<file path="src/rtl/dec_scan_n.sv">
// Registered N-to-2^N active-low decoder with active-low enable and autonomous scan mode.
// All outputs are registered and change one cycle after the inputs are sampled; there is no backpressure.
module dec_scan_n #(
  parameter int SEL_W     = 2,
  parameter int PRESCALE  = 50000,
  parameter int BLANK_CYC = 0
) (
  input  logic                  clk,
  input  logic                  rst_n,
  input  logic                  en_n,
  input  logic                  mode,
  input  logic [SEL_W-1:0]      sel,
  output logic [2**SEL_W-1:0]   out_n,
  output logic [SEL_W-1:0]      idx,
  output logic                  tick
);

  localparam int OUT_N  = 2**SEL_W;
  localparam int PERIOD = PRESCALE + BLANK_CYC;
  localparam int CNT_W  = (PERIOD > 1) ? $clog2(PERIOD) : 1;
  localparam logic [CNT_W-1:0] CNT_LAST = CNT_W'(PERIOD - 1);
  // One extra bit so PRESCALE itself is representable when there is no blanking.
  localparam logic [CNT_W:0]   PRE_LIM  = (CNT_W+1)'(PRESCALE);

  typedef enum logic [1:0] {IDLE, DIRECT, SCAN} state_t;

  state_t             state, state_nxt;
  logic [CNT_W-1:0]   cnt, cnt_nxt;
  logic [OUT_N-1:0]   out_nxt;
  logic [SEL_W-1:0]   idx_nxt;
  logic               tick_nxt;

  always_ff @(posedge clk or negedge rst_n) begin
    if (!rst_n) begin
      state <= IDLE;
      cnt   <= '0;
      out_n <= '1;
      idx   <= '0;
      tick  <= 1'b0;
    end else begin
      state <= state_nxt;
      cnt   <= cnt_nxt;
      out_n <= out_nxt;
      idx   <= idx_nxt;
      tick  <= tick_nxt;
    end
  end

  always_comb begin
    state_nxt = en_n ? IDLE : (mode ? SCAN : DIRECT);
    out_nxt   = '1;
    idx_nxt   = '0;
    tick_nxt  = 1'b0;
    cnt_nxt   = '0;
    case (state_nxt)
      DIRECT: begin
        out_nxt = ~(OUT_N'(1) << sel);
        idx_nxt = sel;
      end
      SCAN: begin
        // Entering from any other state always restarts the walk at line 0.
        if (state != SCAN) begin
          out_nxt = ~OUT_N'(1);
        end else if (cnt == CNT_LAST) begin
          idx_nxt  = idx + SEL_W'(1);
          tick_nxt = 1'b1;
          out_nxt  = ~(OUT_N'(1) << idx_nxt);
        end else begin
          cnt_nxt = cnt + CNT_W'(1);
          idx_nxt = idx;
          out_nxt = ({1'b0, cnt_nxt} < PRE_LIM) ? ~(OUT_N'(1) << idx) : '1;
        end
      end
      default: ;
    endcase
  end

endmodule

</file>
<file path="config.mk">
export PLATFORM = sky130hd
export DESIGN_NAME = dec_scan_n
export DESIGN_NICKNAME = d
export VERILOG_FILES = /design/src/rtl/dec_scan_n.sv
export SDC_FILE = /design/constraint.sdc
export NUM_CORES = 1
export LEC_CHECK = 0
export BUFFER_PORTS_ARGS = -buffer_cell sky130_fd_sc_hd__buf_2
export CORE_MARGIN = 2
export CORE_UTILIZATION = 40
export DETAILED_ROUTE_END_ITERATION = 8
export GPL_TIMING_DRIVEN = 0
export PLACE_DENSITY = 0.55
export SYNTH_ARGS = -nofsm -noshare
export SYNTH_HDL_FRONTEND = slang
export SYNTH_SLANG_ARGS = --single-unit
export TNS_END_PERCENT = 1
</file>
<file path="constraint.sdc">
create_clock -name clk -period 2.28 [get_ports clk]
set_input_delay 0.228 -clock clk [delete_from_list [all_inputs] [get_ports clk]]
set_output_delay 0.228 -clock clk [all_outputs]
set_load 0.02 [all_outputs]
</file>
==> reports/qor.yml, run 1 <==
finClkSkew_ns: 0.00428
dr.first_iter.drc_count: 61
insertion_delay_ns: 0.26
cp-start-kind: "register"
synthTopCellsByArea: "dfrtp_1 35%, dfstp_2 7.0%, nor2_1 6.5%, ha_1 5.0%, xor2_1 4.7%"
syn_area_um2: 1500
power_density_nw_per_um2: 459
routed_wl_mm: 2.94
h-tree-depth: 1
antenna_found_initial: 0
period_share: 0.919
worstSetupPathType: "reg2reg"
min_from: "en_n"
slew_violations: 0
synth_warnings: 0
placed_cells: 225
dieArea_um2: 4260
insertedDiodeCount: 0
avgSynthCellArea_um2: 9.11
maxCapViolations: 0
yosys.area.top_type: "dfrtp_1"
synth_edf_count: 0
postCtsSetupRepairBufs: 0
post-route-drc-count: 0
routedWlPerCell_um: 12.8
yosys.area.top_type_share: 0.350
hold_viol: 0
dieWidth_um: 65.3
fin_nets: 195
coreArea_um2: 3630
irDropWorstVdd_mv: 0.283
yosys_register_bits: 25
worst_pin_slew_ns: 0.661
ys_types: 43
slew_headroom: 0.553
arrival_ns: 2.25
vias_per_cell: 5.15
cts-root-buf: "clkbuf_8"
grt_start_max_net_pins: 26
async_flop_share: 1.00
core.rowCount: 22
critPathLaunch: "cnt[0]"
max_freq_mhz: 477
cp.required_ns: 2.43
io_pins: 13
grt.overflow.total: 0
min_period_ns: 2.10
cts-buffers-inserted: 3
clk_pin_slew_worst_paths_ns: 0.08
ys.flop_type: "dfrtp_1"
grt_pass1_wl_mm: 5.44
cts.sinks: 25
vias: 1184
critPathCaptureType: "register"
syn2layout_area_growth_pct: 11.7
syn-instance-count: 165
clk_path_buf_depth: 2
gr-usage-all-layers: 0.164
detail-route-antenna-nets: 0
gp_congestion: 0.827
rsz0062_at_grt: "false"
dpl.hpwl_mm: 2.28
first_global_vias: 1168
cts_resized: 0
port_buffers: 12
synth_fp_nets: 177
instances_no_fill: 230
cts_tree: "built"
die_h_um: 65.3
setup_viol: 0
initial_core_util: 0.414
critPathMaxFanout: 10
drt_pass1_iterations: 4
hp-class: "in2reg"
ys_seq_area_frac: 0.420
tns_ns: 0
reg2reg_from: "cnt[0]"
status: "complete, no violations"
leakage_nw: 0.675
drive_above_1_share: 0.165
cts-hold-fix-buffers: 1
[final timing paths]
kind,slack (ns),to,cells past startpoint
setup / recovery,0.18,cnt[7],6
hold / removal,0.21,idx[0],2
setup reg to reg,0.18,cnt[7],6
hold reg to reg,0.51,cnt[0],1
max in group asynchronous,1.44,out_n[2],2
min in group asynchronous,0.47,cnt[10],2
[cells by family (layout without fill, tap and decap cells)]
kind of cell	Yosys count	after routing	synth area share
AOI/OAI and AO/OA	23	23	0.102
xor gates and xnor gates	15	15	0.0874
adders and majority gates	6	6	0.0500
buffers and inverters	10	27	0.0308
DFF	25	25	0.420
muxes	1	1	0.00666
and+or+nand+nor	85	85	0.303
[per-stage QoR]
| step | worst slack [ns] | total power [W] | util | instance area, um2 | hold WS (ns) |
|---|---|---|---|---|---|
| 2_1_floorplan | 0.400 | 0.000498 | - | 1500 | -0.0676 |
| 3_3_place_gp | 0.204 | 0.000527 | 0.447 | 1620 | 0.238 |
| 3_5_place_dp | 0.177 | 0.000527 | 0.447 | 1620 | 0.250 |
| 4_1_cts | 0.156 | 0.000786 | 0.462 | 1680 | 0.193 |
| 5_1_grt | 0.00452 | 0.000823 | 0.462 | 1680 | 0.212 |
| 6_report | 0.184 | 0.000770 | 0.462 | 1680 | 0.208 |
[sequential cells by signal, summed over array words and instances, names as in the netlist]
register,count
state,2
tick,1
cnt,16
idx,2
out_n,4
[cell usage after synthesis (2+ instances only)]
cell type,n
nand4_1,6
nand2_1,15
o21ai_1,2
inv_1,4
nor2b_1,2
o211ai_1,2
nor4b_1,3
ha_1,6
xnor2_1,7
a21oi_1,9
nor2_1,26
a31oi_1,2
nor3_1,4
and4_1,2
and2_1,3
dfstp_2,4
dfrtp_1,21
nand3_1,8
o31ai_1,2
buf_2,4
and3_1,3
nor4_1,2
xor2_1,8
[cell usage in the layout (no fill, tap or decap), types with 2 or more instances in the layout]
cell type,netlist,routed
nor2_1,26,26
dfrtp_1,21,21
buf_2,4,16
nand2_1,15,15
a21oi_1,9,9
nand3_1,8,8
xor2_1,8,8
xnor2_1,7,7
nand4_1,6,6
ha_1,6,6
nor3_1,4,4
inv_1,4,4
dfstp_2,4,4
and3_1,3,3
and2_1,3,3
nor4b_1,3,3
clkbuf_8,0,3
nor2b_1,2,2
clkbuf_1,1,2
and4_1,2,2
o31ai_1,2,2
o211ai_1,2,2
nor4_1,2,2
o21ai_1,2,2
a31oi_1,2,2
[metal layers]
| layer | track usage | share of wire | vias up |
|---|---|---|---|
| met5 | 0 | 0 | - |
| met4 | 0.0443 | 0.0075 | 0 |
| met3 | 0.0411 | 0.039 | 2 |
| met2 | 0.247 | 0.44 | 19 |
| met1 | 0.235 | 0.51 | 547 |
| li1 | - | - | 616 |
[area by class of cell]
class	instances	area, um2
Fill cell	368	1960
Multi-Input combinational cell	130	826
Sequential cell	25	631
Timing Repair Buffer	13	70.1
Tap cell	48	60.1
Clock buffer	4	45.0
Buffer	6	31.3
Inverter	4	15.0
[power by group]
| part | switching, W | internal, W |
|---|---|---|
| clock | 0.000127 | 0.000125 |
| combinational | 0.0000399 | 0.0000205 |
| sequential | 0.00000470 | 0.000453 |
| total | 0.000172 | 0.000599 |
[critical path, cell delays in order (launching register included)]
cell     delay (ns)
dfrtp_1        0.41
ha_1           0.24
nand3_2        0.19
or4_4          0.64
o21ai_4        0.23
buf_4          0.21
nor2_1         0.06
Note: power is estimated with default switching activity, not from simulation.
==> run 2, diff against run 1 <==
--- a/config.mk
+++ b/config.mk
@@ -5,9 +5,11 @@
 export SDC_FILE = /design/constraint.sdc
 export NUM_CORES = 1
 export LEC_CHECK = 0
+export ABC_AREA = 1
 export BUFFER_PORTS_ARGS = -buffer_cell sky130_fd_sc_hd__buf_2
 export CORE_MARGIN = 2
 export CORE_UTILIZATION = 40
+export CTS_CLUSTER_DIAMETER = 80
 export DETAILED_ROUTE_END_ITERATION = 8
 export GPL_TIMING_DRIVEN = 0
 export PLACE_DENSITY = 0.55
==> run 2 against run 1 <==
Hold slack lost 0.061 ns. Routed wire length grew 2.6%. Design area down 1.0%. Non-clock buffer count is 4 lower. Final cell count is 15% higher. Register-to-register slack improved by 0.30 ns. Sequential share of layout area increased by 0.40 points. Critical path depth increased by 5. First-iteration DRC count shrank 11%. Flip-flop and latch count unchanged. Largest power group unchanged. Highest routed layer unchanged.
==> reports/qor.yml, run 2 <==
initial_core_util: 0.412  # -0.00205
worstSetupPathType: "reg2reg"
post-route-drc-count: 0  # unchanged
maxCapViolations: 0  # unchanged
finClkSkew_ns: 0.00393  # -0.000350 ns
dr.first_iter.drc_count: 54  # -11%
drt_pass1_iterations: 4  # unchanged
largest_register: "cnt"
routed_wl_mm: 3.02  # +2.6%
clkPwrFrac: 0.333  # +0.006
reg2reg_from: "cnt[0]"
crit_path_frequent_cell: "nand2_1"
synthTopCellsByArea: "dfrtp_1 35%, nand2_1 12%, nor2_1 8.9%, dfstp_2 7.1%, inv_1 6.8%"
async_flop_share: 1.00  # unchanged
detail-route-antenna-nets: 0  # unchanged
synth_fp_nets: 211  # +19%
hold_viol: 0  # unchanged
avgSynthCellArea_um2: 7.46  # -18%
dieWidth_um: 64.9  # -0.58%
vias: 1242  # +4.9%
dpl.hpwl_mm: 2.33  # +2.3%
path_cells: "ha_1, nand3_1, nor2_1, nor2_1, nor2_1, nand2_1, nand2_1, nand2_1, nand2_1, nand2_2, a21oi_1"
cts-root-buf: "clkbuf_8"
yosys.area.top_type_share: 0.354  # +0.00442
syn-instance-count: 199  # +21%
critPathCaptureType: "register"
cts_tree: "built"
die_h_um: 64.9  # -0.58%
cp.required_ns: 2.47  # +0.04 ns
status: "complete, no violations"
max_stage_delay_ns: 0.45  # -0.19 ns
period_share: 0.787  # -0.133
drive_above_1_share: 0.185  # +0.0204
insertion_delay_ns: 0.26  # about the same
ys_types: 24  # -44%
grt.overflow.total: 0  # unchanged
timing.hold.ws_ns: 0.147  # -0.0608 ns
power_density_nw_per_um2: 468  # +1.9%
min_from: "mode"
setup_viol: 0  # unchanged
yosys.area.top_type: "dfrtp_1"
insertedDiodeCount: 0  # unchanged
cellInternalPower_w: 0.000595  # -0.59%
combPwrFrac: 0.075  # -0.003
critPathLaunch: "cnt[0]"
largest_reg_flops: 16  # unchanged
power_frac_seq: 0.591  # -0.004
cp-start-kind: "register"
first_global_vias: 1191  # +2.0%
gp_congestion: 0.923  # +12%
slew_headroom: 0.628  # +0.0746
worst_pin_slew_ns: 0.559  # -0.103 ns
cts.sinks: 25  # unchanged
core.rowCount: 22  # unchanged
arrival_ns: 1.98  # -0.27 ns
critPathMaxFanout: 6  # -4
grt_pass1_wl_mm: 5.28  # -3.0%
final_cell_mix: "49 x nand2_1, 35 x nor2_1, 27 x inv_1"
slew_violations: 0  # unchanged
h-tree-depth: 1  # unchanged
io_pins: 13  # unchanged
p_sw_w: 0.000181  # +5.6%
synth_edf_count: 0  # unchanged
cts-buffers-inserted: 3  # unchanged
min_period_ns: 1.79  # -0.302 ns
coreArea_um2: 3610  # -0.76%
antenna_found_initial: 0  # unchanged
irDropWorstVdd_mv: 0.314  # +11%
ys.flop_type: "dfrtp_1"
clk_pin_slew_worst_paths_ns: 0.09  # about the same
vias_per_cell: 4.70  # -8.6%
leakage_nw: 0.770  # +14%
synth_warnings: 0  # unchanged
swShare: 0.233  # +0.0106
critPathBufInv: 0  # -1
clk_path_buf_depth: 2  # unchanged
cp_slowest_cell: "dfrtp_1"
gr-usage-all-layers: 0.162  # -0.00284
yosysMostFrequentCell: "nand2_1"
dieArea_um2: 4210  # -1.2%
max_freq_mhz: 557  # +17%
top_regs: "cnt: 16 flops, out_n: 4 flops"
port_buffers: 12  # unchanged
syn2layout_area_growth_pct: 11.9
tns_ns: 0  # unchanged
critical-path-top-delay-family: "simple AND/OR/NAND/NOR gates"
hp-class: "in2reg"
syn_area_um2: 1480  # -1.2%
fin_nets: 229  # +17%
layout_commonest_cell: "nand2_1"
synth_commonest_cells: "49 x nand2_1, 35 x nor2_1, 27 x inv_1"
yosys_register_bits: 25  # unchanged
grt_start_max_net_pins: 26  # unchanged
rsz0062_at_grt: "false"
ys_seq_area_frac: 0.425  # +0.00531
routedWlPerCell_um: 11.4  # -11%
-- run 2: changes by cell type after synthesis, sizes merged, moves of 4 or more --
cell,change
a21oi,-5
xor2,-4
inv,+25
nor2,+15
nand2,+40
xnor2,-7
-- run 2: timing repair --
item | in CTS | in global routing
setup buffers | 0 | 0
hold endpoints to repair | 21 | 0
hold buffers | 1 | 0
resized for setup | 0 | 0
-- run 2: power groups by stage --
| stage | clock network [W] | registers (W) | logic, W |
|---|---|---|---|
| floorplan | 0 | 0.000475 | 0.0000245 |
| global placement | 0 | 0.000468 | 0.0000578 |
| detailed placement | 0 | 0.000468 | 0.0000588 |
| CTS | 0.000270 | 0.000459 | 0.0000604 |
| global route | 0.000301 | 0.000460 | 0.0000676 |
| finish | 0.000259 | 0.000459 | 0.0000586 |
-- run 2: logic make-up after synthesis --
kind of cell | count (synthesis) | share of synthesized area
buffers and inverters | 31 | 0.0843
AO/OA/AOI/OAI | 12 | 0.0438
XOR/XNOR | 4 | 0.0236
adder cells (fa/ha/maj) | 6 | 0.0506
flip-flops | 25 | 0.425
AND/OR/NAND/NOR | 121 | 0.373
-- run 2: area by class of cell --
type / instances / area [um2]
Timing Repair Buffer: 13 / 70.1
Inverter: 29 / 109
Tap cell: 48 / 60.1
Buffer: 2 / 16.3
Sequential cell: 25 / 631
Clock buffer: 3 / 41.3
Multi-Input combinational cell: 143 / 728
Fill cell: 387 / 1950
Clock inverter: 1 / 5.00
-- run 2: metal layers --
| metal | wire length, um | vias up | share of wire | GRT usage |
|---|---|---|---|---|
| met1 | 1450 | 568 | 0.48 | 0.220 |
| met5 | 0 | - | 0 | 0 |
| met2 | 1450 | 18 | 0.48 | 0.265 |
| met4 | 18 | 0 | 0.0060 | 0.0399 |
| met3 | 95 | 2 | 0.032 | 0.0278 |
| li1 | - | 654 | - | - |
-- run 2: stage by stage --
| stage | setup WS [ns] | cells | area (um2) | util | power (W) |
|---|---|---|---|---|---|
| 2_1_floorplan | 0.782 | 199 | 1480 | - | 0.000500 |
| 4_1_cts | 0.473 | 264 | 1660 | 0.460 | 0.000790 |
| 3_3_place_gp | 0.482 | 259 | 1600 | 0.445 | 0.000525 |
| 5_1_grt | 0.251 | 264 | 1660 | 0.460 | 0.000829 |
| 3_5_place_dp | 0.494 | 259 | 1600 | 0.445 | 0.000526 |
| 6_report | 0.486 | 264 | 1660 | 0.460 | 0.000776 |
-- run 2: path summary, 6_finish.rpt --
kind,end,slack [ns],depth (start not counted)
max in group asynchronous,out_n[0],1.43,2
min reg2reg,cnt[2],0.54,1
min,state[0],0.15,2
max reg2reg,out_n[1],0.49,11
max,out_n[1],0.49,11
min in group asynchronous,cnt[10],0.48,2
-- run 2: worst reg2reg max path: cells and delay by family (launching register included) --
family	cells	cell delay [ns]
adders and majority gates	1	0.24
DFF	1	0.45
AOI/OAI and AO/OA	1	0.18
and+or+nand+nor	9	0.85
==> run 3, diff against run 2 <==
==> constraint.sdc (replaced) <==
create_clock -name clk -period 1.8 [get_ports clk]
set_input_delay 0.18 -clock clk [delete_from_list [all_inputs] [get_ports clk]]
set_output_delay 0.18 -clock clk [all_outputs]
set_load 0.02 [all_outputs]
==> run 3 against run 2 <==
Maximum frequency rose by 8.2%. Sequential power rose by 27%. Design area rose by 4.6%. Critical endpoint is now out_n[0]. Count of clock-buffer cells in the layout did not move. Clock skew barely moved.
==> reports/qor.yml, run 3 (same netlist as run 2, synthesis figures left out) <==
cts.sinks: 25  # unchanged
power_density_nw_per_um2: 567  # +21%
min_period_ns: 1.66  # -0.136 ns
top_regs: "cnt: 16 flops, out_n: 4 flops"
gr-usage-all-layers: 0.162  # unchanged
arrival_ns: 1.86  # -0.12 ns
grt_pass1_wl_mm: 5.28  # unchanged
largest_reg_flops: 16  # unchanged
cts-buffers-inserted: 3  # unchanged
detail-route-antenna-nets: 0  # unchanged
h-tree-depth: 1  # unchanged
hp-class: "in2reg"
final_cell_mix: "46 x nand2_1, 33 x nor2_1, 27 x inv_1"
status: "complete, no violations"
slew_headroom: 0.629  # +0.000889
hold_viol: 0  # unchanged
dpl.hpwl_mm: 2.33  # unchanged
dieArea_um2: 4210  # unchanged
vias: 1242  # unchanged
cellInternalPower_w: 0.000755  # +27%
finClkSkew_ns: 0.00390  # -0.0000267 ns
slew_violations: 0  # unchanged
hold_end: "state[0]"
irDropWorstVdd_mv: 0.397  # +27%
vias_per_cell: 4.65  # -1.1%
timing.rr.end: "out_n[0]"
maxCapViolations: 0  # unchanged
max_freq_mhz: 603  # +8.2%
grt_start_max_net_pins: 26  # unchanged
critPathMaxFanout: 4  # -2
insertedDiodeCount: 0  # unchanged
period_share: 0.921  # +0.134
place_ws_ns: 0.0136  # -0.480 ns
nFillCells: 373  # -3.6%
p_sw_w: 0.000230  # +27%
critPathCaptureType: "register"
cp-start-kind: "register"
worst_r2r_path_depth: 12  # +1
gp_congestion: 0.923  # unchanged
io_pins: 13  # unchanged
largest_register: "cnt"
min_path_cells: 2  # unchanged
combPwrFrac: 0.077  # +0.002
worstSetupPathType: "reg2reg"
dieWidth_um: 64.9  # unchanged
core.rowCount: 22  # unchanged
min_from: "mode"
leakage_nw: 0.790  # +2.6%
clk_path_buf_depth: 2  # unchanged
ff2ff_setup_slack_ns: 0.14  # -0.34 ns
dr.first_iter.drc_count: 78  # +44%
multi_input_area_um2: 782  # +7.4%
final_util: 0.482  # +0.0212
layout_commonest_cell: "nand2_1"
syn2layout_area_growth_pct: 17.0
post-route-drc-count: 0  # unchanged
routed_wl_mm: 3.05  # +1.1%
cts_tree: "built"
drive_above_1_share: 0.242  # +0.0568
power_frac_seq: 0.590  # about the same
insertion_delay_ns: 0.26  # about the same
port_buffers: 12  # unchanged
cts-root-buf: "clkbuf_8"
worst_pin_slew_ns: 0.557  # -0.00133 ns
swShare: 0.233  # about the same
fin_nets: 232  # +1.3%
coreArea_um2: 3610  # unchanged
reg2reg_from: "cnt[1]"
clkPwrFrac: 0.332  # about the same
clk_pin_slew_worst_paths_ns: 0.09  # about the same
routedWlPerCell_um: 11.4  # about the same
drt_pass1_iterations: 4  # unchanged
seqCellArea_um2: 631  # unchanged
tns_ns: 0  # unchanged
rsz0062_at_grt: "false"
setup_viol: 0  # unchanged
cp.required_ns: 2.00  # -0.47 ns
initial_core_util: 0.412  # unchanged
timing.final.ws_setup_ns: 0.142  # -0.344 ns
antenna_found_initial: 0  # unchanged
grt.overflow.total: 0  # unchanged
first_global_vias: 1192  # +0.084%
die_h_um: 64.9  # unchanged
==> run 3: cell type report <==
cell class / instances / share of cell area
Sequential cell: 25 / 0.363
Multi-Input combinational cell: 143 / 0.450
Clock buffer: 3 / 0.0238
Buffer: 2 / 0.00937
Tap cell: 48 / 0.0346
Timing Repair Buffer: 16 / 0.0533
Clock inverter: 1 / 0.00288
Inverter: 29 / 0.0627
==> run 3: power groups by stage <==
stage,sequential [W],clock (W),combinational [W]
2_1_floorplan,0.000602,0,0.0000311
3_3_place_gp,0.000592,0,0.0000732
3_5_place_dp,0.000592,0,0.0000745
4_1_cts,0.000581,0.000343,0.0000778
5_1_grt,0.000583,0.000381,0.0000879
6_report,0.000581,0.000327,0.0000762
==> run 3: per-stage QoR <==
step           total power (W)  hold WS, ns  cell area, um2  std cells
2_1_floorplan         0.000633       -0.116            1480        199
3_3_place_gp          0.000665        0.205            1600        259
3_5_place_dp          0.000667        0.208            1600        259
4_1_cts                0.00100       0.0886            1670        265
5_1_grt                0.00105       0.0907            1740        267
6_report              0.000984       0.0989            1740        267
==> run 3: routing by layer <==
layer,part of all wire,vias to the layer above,GRT usage,wire [um]
met3,0.033,2,0.0278,102
met2,0.48,21,0.265,1470
met1,0.48,562,0.220,1460
met5,0,-,0,0
met4,0.0059,0,0.0399,18
li1,-,657,-,-
==> run 3: how the worst max path moves through the flow <==
stage | from | end | slack, ns | cells after the start
after floorplan | cnt[0] | out_n[2] | 0.30 | 12
after global placement | cnt[0] | out_n[1] | 0.002 | 11
after detailed placement | cnt[0] | out_n[3] | 0.01 | 13
after CTS | cnt[1] | out_n[3] | 0.08 | 11
after global routing | cnt[1] | out_n[2] | 0.004 | 12
final | cnt[1] | out_n[0] | 0.14 | 12
==> run 3: critical path: stages, from the launching register on <==
cell	delay, ns
dfrtp_1	0.40
ha_4	0.16
nand3_1	0.15
nor3_2	0.21
nand2_1	0.08
nand2_1	0.09
nand2_1	0.06
nor2_1	0.10
nand2_1	0.07
nand2_2	0.12
nand2_1	0.06
nand2_1	0.05
nand2_1	0.05
==> run 3: what timing repair did <==
action | 4_1_cts | 5_1_grt
buffers inserted | 1 | 2
hold buffers | 1 | 0
endpoints found under the hold margin | 21 | 0
pin swaps | 0 | 5
setup endpoints to repair | 1 | 15
gates resized for setup | 0 | 12
